$ cat config.mk
export PLATFORM = sky130hd
export DESIGN_NAME = out_display
export DESIGN_NICKNAME = d
export VERILOG_FILES = /design/src/rtl/out_display.sv
export SDC_FILE = /design/constraint.sdc
export NUM_CORES = 1
export LEC_CHECK = 0
export ABC_AREA = 1
export CORE_ASPECT_RATIO = 1.2
export CORE_MARGIN = 2
export CORE_UTILIZATION = 57
export CTS_BUF_LIST = sky130_fd_sc_hd__clkbuf_4 sky130_fd_sc_hd__clkbuf_8 sky130_fd_sc_hd__clkbuf_16
export CTS_CLUSTER_SIZE = 24
export DETAILED_ROUTE_END_ITERATION = 12
export DONT_BUFFER_PORTS = 1
export PLACE_DENSITY = 0.75
export SYNTH_ARGS = -nofsm -noshare
export SYNTH_HDL_FRONTEND = slang
export SYNTH_SLANG_ARGS = --single-unit
$ cat constraint.sdc
create_clock -name clock -period 1.5 [get_ports clock]
set_input_delay 0.45 -clock clock [delete_from_list [all_inputs] [get_ports clock]]
set_output_delay 0.45 -clock clock [all_outputs]
set_load 0.03 [all_outputs]
$ cat src/rtl/out_display.sv
// out_display
//
// Output-side companion to the CPU. Filters the CPU's 4-bit `out` bus for
// stability, commits each newly settled value into a 4-entry history, and
// scans that history in hex onto a 4-digit multiplexed seven-segment display.
//
// Parameters:
//   SCAN_DIV  clock cycles each digit stays enabled (>= 2)
//   STABLE    consecutive identical samples needed to commit a value (>= 1)
//
// Ports:
//   clock      in   system clock, rising edge
//   reset_n    in   asynchronous active-low reset
//   out_in     in   CPU `out` bus (4 bits)
//   seg        out  segments {g,f,e,d,c,b,a}, active-low
//   an         out  digit enables, active-low one-hot, an[k] = digit k
//   chg_pulse  out  one-cycle pulse on every commit
//   hist_cnt   out  saturating count of commits (0..255)

module out_display #(
  parameter int SCAN_DIV = 1024,
  parameter int STABLE   = 2
) (
  input  logic       clock,
  input  logic       reset_n,
  input  logic [3:0] out_in,
  output logic [6:0] seg,
  output logic [3:0] an,
  output logic       chg_pulse,
  output logic [7:0] hist_cnt
);

  localparam int PW = (SCAN_DIV > 1) ? $clog2(SCAN_DIV) : 1;
  localparam int SW = $clog2(STABLE + 1);

  localparam logic [PW-1:0] PRE_LAST   = PW'(SCAN_DIV - 1);
  localparam logic [SW-1:0] STAB_MAX   = SW'(STABLE);
  localparam logic [SW-1:0] STAB_ALMOST = SW'(STABLE - 1);

  logic [3:0]    sample;
  logic [3:0]    candidate;
  logic [SW-1:0] stab_cnt;
  logic [3:0]    hist [4];
  logic [PW-1:0] prescaler;
  logic [1:0]    digit;

  logic load;
  logic settle;
  logic commit;

  // Hex digit to active-low segment pattern {g,f,e,d,c,b,a}.
  function automatic logic [6:0] hex_to_seg(input logic [3:0] v);
    logic [6:0] s;
    case (v)
      4'h0: s = 7'h40;
      4'h1: s = 7'h79;
      4'h2: s = 7'h24;
      4'h3: s = 7'h30;
      4'h4: s = 7'h19;
      4'h5: s = 7'h12;
      4'h6: s = 7'h02;
      4'h7: s = 7'h78;
      4'h8: s = 7'h00;
      4'h9: s = 7'h10;
      4'hA: s = 7'h08;
      4'hB: s = 7'h03;
      4'hC: s = 7'h46;
      4'hD: s = 7'h21;
      4'hE: s = 7'h06;
      default: s = 7'h0E;
    endcase
    return s;
  endfunction

  // A new candidate restarts the stability count at 1, so with STABLE=1 the
  // load edge itself is the settling edge. Otherwise the value settles on the
  // edge where the count steps from STABLE-1 to STABLE. In both cases the
  // settling value equals `sample`.
  always_comb begin
    load   = (sample != candidate);
    settle = load ? (STABLE == 1) : (stab_cnt == STAB_ALMOST);
    commit = settle && (sample != hist[0]);
  end

  // Sampler, stability filter and history shift register.
  always_ff @(posedge clock or negedge reset_n) begin
    if (!reset_n) begin
      sample    <= '0;
      candidate <= '0;
      stab_cnt  <= '0;
      hist[0]   <= '0;
      hist[1]   <= '0;
      hist[2]   <= '0;
      hist[3]   <= '0;
      chg_pulse <= 1'b0;
      hist_cnt  <= '0;
    end else begin
      sample <= out_in;
      if (load) begin
        candidate <= sample;
        stab_cnt  <= SW'(1);
      end else if (stab_cnt != STAB_MAX) begin
        stab_cnt <= stab_cnt + SW'(1);
      end
      chg_pulse <= commit;
      if (commit) begin
        hist[3] <= hist[2];
        hist[2] <= hist[1];
        hist[1] <= hist[0];
        hist[0] <= sample;
        if (hist_cnt != 8'hFF) begin
          hist_cnt <= hist_cnt + 8'd1;
        end
      end
    end
  end

  // Digit scanner. an/seg are registered from the current digit and history,
  // so a digit change or history update shows up one edge later.
  always_ff @(posedge clock or negedge reset_n) begin
    if (!reset_n) begin
      prescaler <= '0;
      digit     <= '0;
      an        <= 4'b1111;
      seg       <= 7'h7F;
    end else begin
      if (prescaler == PRE_LAST) begin
        prescaler <= '0;
        digit     <= digit + 2'd1;
      end else begin
        prescaler <= prescaler + PW'(1);
      end
      an  <= ~(4'b0001 << digit);
      seg <= hex_to_seg(hist[digit]);
    end
  end

endmodule

== Word level (Yosys, flattened, before mapping) ==
Memories as Yosys holds them, arrays and structs flattened. A register that Yosys moved wholly into a read port is not among the register bits.
Cells that the tools add are included.
Word-level totals
  bits in registers: 51
  bits in read-only memories: 112
  bits of input ports: 6
  output and inout bits: 20
  word-level logic and storage cells: 38
  memories: 1
Memory list
  (no name shown): words 16, width 7, read ports 1, clocked after memory_dff 1, write ports 0, RTL line 54  | case (v)
Cells by class
  $add $sub $neg: 4
  $lt $le $gt $ge: 1
  equality and inequality tests: 6
  shifts and indexed selects: 1
  muxes and demuxes: 7
  bitwise gates (word level): 2
  reductions and logical operators: 4
Operator list (count)
  adder 10 x 1 -> 10 bit (second input constant): 1
  == test 10 bit (second input constant): 1
  two-way mux 10 bit: 1
  adder 8 x 1 -> 8 bit (second input constant): 1
  binary-select mux 4 bit (select 2 bit): 1
  two-way mux 4 bit: 2
  != test 4 bit: 2
  != test 8 bit (second input constant): 1
  adder 2 x 1 -> 2 bit (second input constant): 2
  two-way mux 2 bit: 2
  NOT 4 bit: 1
  << shifter 1 x 2 -> 4 bit (first input constant): 1
  >= comparator 3 bit (second input constant): 1
  NOT 2 -> 3 bit: 1
  == test 2 x 1 -> 1 bit (second input constant): 1
  != test 2 bit (second input constant): 1
  AND reduction 2 bit: 1
  nonzero test 2 bit: 1
  logical AND 1 bit: 1
  logical NOT 1 bit: 1
  two-way mux 1 bit: 1

== Logic depth before layout (Yosys ltp) ==
  word-level depth: 4
  gate-level depth with buffers: 10
  depth with buffers taken out: 10

== Least setup slack after synthesis ==
No wires, ideal clock.
  path type: reg2reg
  from: register hist_cnt[0]
  to: register hist_cnt[6]
  setup time: 0.066 ns
  arrival time: 1.571 ns
  required time: 1.434 ns
  slack: -0.136 ns
  stages on the path, launching flop included: 8
  path buffers: 0
  period minus slack after synthesis: 1.636 ns
  path through: dfrtp_1 ha_1 nand3_1 nor2_1 nand3_2 nand4_1 nand2_1 nand2_1
On the way
  longest elaborated chain between the ends: 2
  elaborated cells between the ends (all ways): 3
RTL lines
  from (decl): RTL line 30  | output logic [7:0] hist_cnt
  from (signal assigned): RTL line 112  | hist_cnt <= hist_cnt + 8'd1;
  branches (longest 2 deep; another with adder 8 x 1 -> 8 bit)
Several ways; the timed one is not identified.
A chain may end at the register's enable or synchronous reset.

== Final worst setup path ==
  from: register digit[0]
  to: register seg[3]
On the way
  longest elaborated chain between the ends: 4
RTL lines
  from (decl): RTL line 45  | logic [1:0] digit;
  from (signal assigned): RTL line 129  | digit <= digit + 2'd1;
  NOT 2 -> 3 bit (implied by the code): RTL line 134  | seg <= hex_to_seg(hist[digit]);
  binary-select mux 4 bit (select 2 bit): RTL line 134
  two-way mux 4 bit (implied by the code) (2 in series): RTL line 134
  to (decl): RTL line 27  | output logic [6:0] seg,
No other way between the ends. The select of a mux whose other input is x is not followed.

==> key figures <==
Run status
  • Outcome: finished, violations left
  • Failing checks: hold timing

Setup path
  • Critical Path Source Type: flop
  • Depth of the worst register-to-register path: 10
  • CP max FO: 7
  • R2r startpoint: digit[0]
  • Crit path from: digit[0]
  • WS Path Type: reg -> reg
  • Critical path endpoint category: flop
  • Crit path DAT: 1760 ps
  • R2R setup slack: 20 ps
  • CP required: approximately 1800 ps

Place
  • Placed cells: 424
  • Dpl ws: -117.1 ps
  • Final GP Congestion: around 0.84
  • Number of port buffers: 0
  • HPWL after detailed placement: between 3000 and 4000 um

GRT
  • Total grt overflow: 0
  • First-pass GRT wire length: 8776 um
  • Number of global-route vias before repair: 2126
  • Initial antenna violation count: 0
  • Largest net degree at the start of global routing: 59
  • GRT Overall Usage: 0.1992

Detailed routing
  • DRC: 0
  • Final WL: 5538 um
  • Post-route ant nets: 0
  • Via count: ~2300
  • Via/cell ratio: 5.198
  • DR iter-0 viols: 171
  • Drt wl/cell: ~12 um
  • Detailed Routing Iterations Pass 1: 5

Floorplanning
  • Die Area: 5682 um2
  • Chip height: 82.18 um
  • Core box area: 4905 um2
  • Horiz. Die Dim: 69.15 um
  • Starting Density: 0.5918
  • Io pins: 26
  • FP Rows: 28

Power
  • Combinational group share of total power: 0.271
  • Sw frac: 0.3843
  • PwrDens: 1450 nW/um2
  • Sequential fraction of design power: 0.472
  • Sw Pwr: just under 2 mW
  • Static Leak: 1.791 nW
  • Maximum vdd drop: around 1 mV
  • Final Power: 5.076 mW
  • Internal: roughly 3.1 mW
  • Part of the power in the clock network: 0.257

Synth
  • Top cells by area, synth: dfrtp_1 (41%), nand2_1 (17%), dfstp_2 (10%)
  • Ys Warns: 0
  • Seq/Total Area, Yosys: 0.5047
  • Flops & latches, synth: 58
  • Async set-reset flop share out of synthesis: 1.000
  • Syn nets: 365
  • Post-synth top area cell: dfrtp_1
  • Syn_area_per_cell: around 8.4 um2
  • Number of synthesized flops with an enable pin: 0
  • Synth top area share: 0.4052
  • Gate Count Post-Synth: 345
  • Most frequent cells after synthesis: nand2_1 (133), dfrtp_1 (47), inv_1 (36)
  • Number of distinct library cells after synthesis: 29
  • Synthesized area: 2903 um2
  • Most common cell in the netlist: nand2_1
  • Ys flop type: dfrtp_1

Clock tree
  • CTS root buf: clkbuf_8
  • Max clock buf depth: 2
  • Clock transition at path regs: 80 ps
  • CTS tree: yes
  • Clock sinks: 58
  • Htree depth: 3
  • Total CTS buffers: 9
  • Clock Latency Late Sink: 350 ps

STA
  • Worst slew pin tran: approximately 270 ps
  • Min Clock Period, post-route: 1475 ps
  • Final Cycle Share: 0.9836
  • Clock skew: ~14 ps
  • Relative slew slack: 0.8207
  • Setup TNS Final: 0 ps
  • Final hold violations: 58
  • Final setup fails: 0
  • Final slew viol count: 0
  • Fmax achieved: 677.8 MHz
  • RSZ-0062 raised after global routing: true
  • Hold WS: -210.8 ps
  • Worst setup margin: between 20 and 25 ps

Final layout
  • Layout area overhead: 20.56%
  • Share of layout cells above drive strength 1: 0.2982
  • # fillers: around 370
  • Share of the core filled with cells: 0.7135
  • Antenna cells: 0
  • Final Instance Count excl. Fillers: approximately 450
  • NumNets Final: ~400

Run
  • Max-Cap Viols: 0

Worst hold path
  • HP Class: in -> async
==> cell families (layout without fill, tap and decap cells) <==
| group | Yosys count | count (layout) | share of synthesized area |
|---|---|---|---|
| xor+xnor | 9 | 9 | 0.02716 |
| flops | 58 | 58 | 0.5047 |
| compound gates | 27 | 27 | 0.05905 |
| simple gates | 187 | 187 | 0.2763 |
| fa+ha+maj | 14 | 14 | 0.06035 |
| buf+inv | 50 | 94 | 0.07241 |
==> worst max-delay path, cell delays in order (launching register included) <==
cell and delay (ps):
dfrtp_2 460, inv_4 90, nand2_1 50, nand3_1 90
nand2_2 90, inv_2 90, ha_1 180, inv_1 50
o21ai_1 180, nand2_1 70, nand2_1 70
==> worst paths after layout <==
kind	endpoint
worst max-delay path	seg[3]
worst min-delay path	digit[1]
worst max register to register	seg[3]
worst min register to register	candidate[2]
max in group asynchronous	seg[0]
min in group clock	sample[1]
==> per-stage QoR <==
stage | area [um2] | hold WS (ps)
after detailed placement | 3159 | 156.2
after floorplan | 2920 | 154.4
after global routing | 3500 | -237.8
final | 3500 | -210.8
after CTS | 3353 | -232.2
after global placement | 3159 | 156.0
==> cells in the final DEF, fill, tap and decap left out, drive strengths merged, types with 3 or more instances in the layout <==
| master | count |
|---|---|
| clkinv | 4 |
| nand2 | 140 |
| nor2 | 19 |
| xor2 | 6 |
| nand3 | 15 |
| dfrtp | 47 |
| dfstp | 11 |
| buf | 35 |
| ha | 14 |
| o21ai | 22 |
| xnor2 | 3 |
| nand4 | 10 |
| clkbuf | 10 |
| a21oi | 3 |
| inv | 43 |
==> per-layer routing <==
layer	global-route usage	wire length [um]	vias to the layer above
met4	0.1000	104	0
met2	0.3538	2909	63
met5	0	0	-
li1	-	-	1159
met3	0.07403	270	11
met1	0.2107	2254	1101
==> what timing repair did <==
item / in CTS / in global routing
pin swaps: 0 / 13
hold endpoints to repair: 58 / 58
gates resized for setup: 6 / 28
endpoints found under the setup margin: 6 / 23
gates cloned: 0 / 2
setup buffers: 1 / 6
==> flip-flops by register name, indices dropped and copies added (netlist names) <==
name,count
hist,16
prescaler,10
hist_cnt,8
seg,7
an,4
candidate,4
sample,4
digit,2
stab_cnt,2
chg_pulse,1
==> cell type report <==
class | instances | area [um2] | share of cell area
repair buffers | 36 | 311.5 | 0.08902
clock inverters | 7 | 55.05 | 0.01573
flip-flops and latches | 58 | 1470 | 0.4201
clock buffers | 9 | 123.9 | 0.03540
multi-input cells | 237 | 1299 | 0.3711
well taps | 60 | 75.07 | 0.02145
inverters | 42 | 165.2 | 0.04719
==> power by group through the flow <==
| stage | combinational (mW) | sequential (mW) | clock [mW] |
|---|---|---|---|
| after CTS | 1.28 | 2.39 | 1.33 |
| final | 1.38 | 2.40 | 1.30 |
| after detailed placement | 1.26 | 2.41 | 0 |
| after floorplan | 0.833 | 2.47 | 0 |
| after global placement | 1.20 | 2.40 | 0 |
| after global routing | 1.54 | 2.43 | 1.41 |
Power figures use the tool's default switching activity.
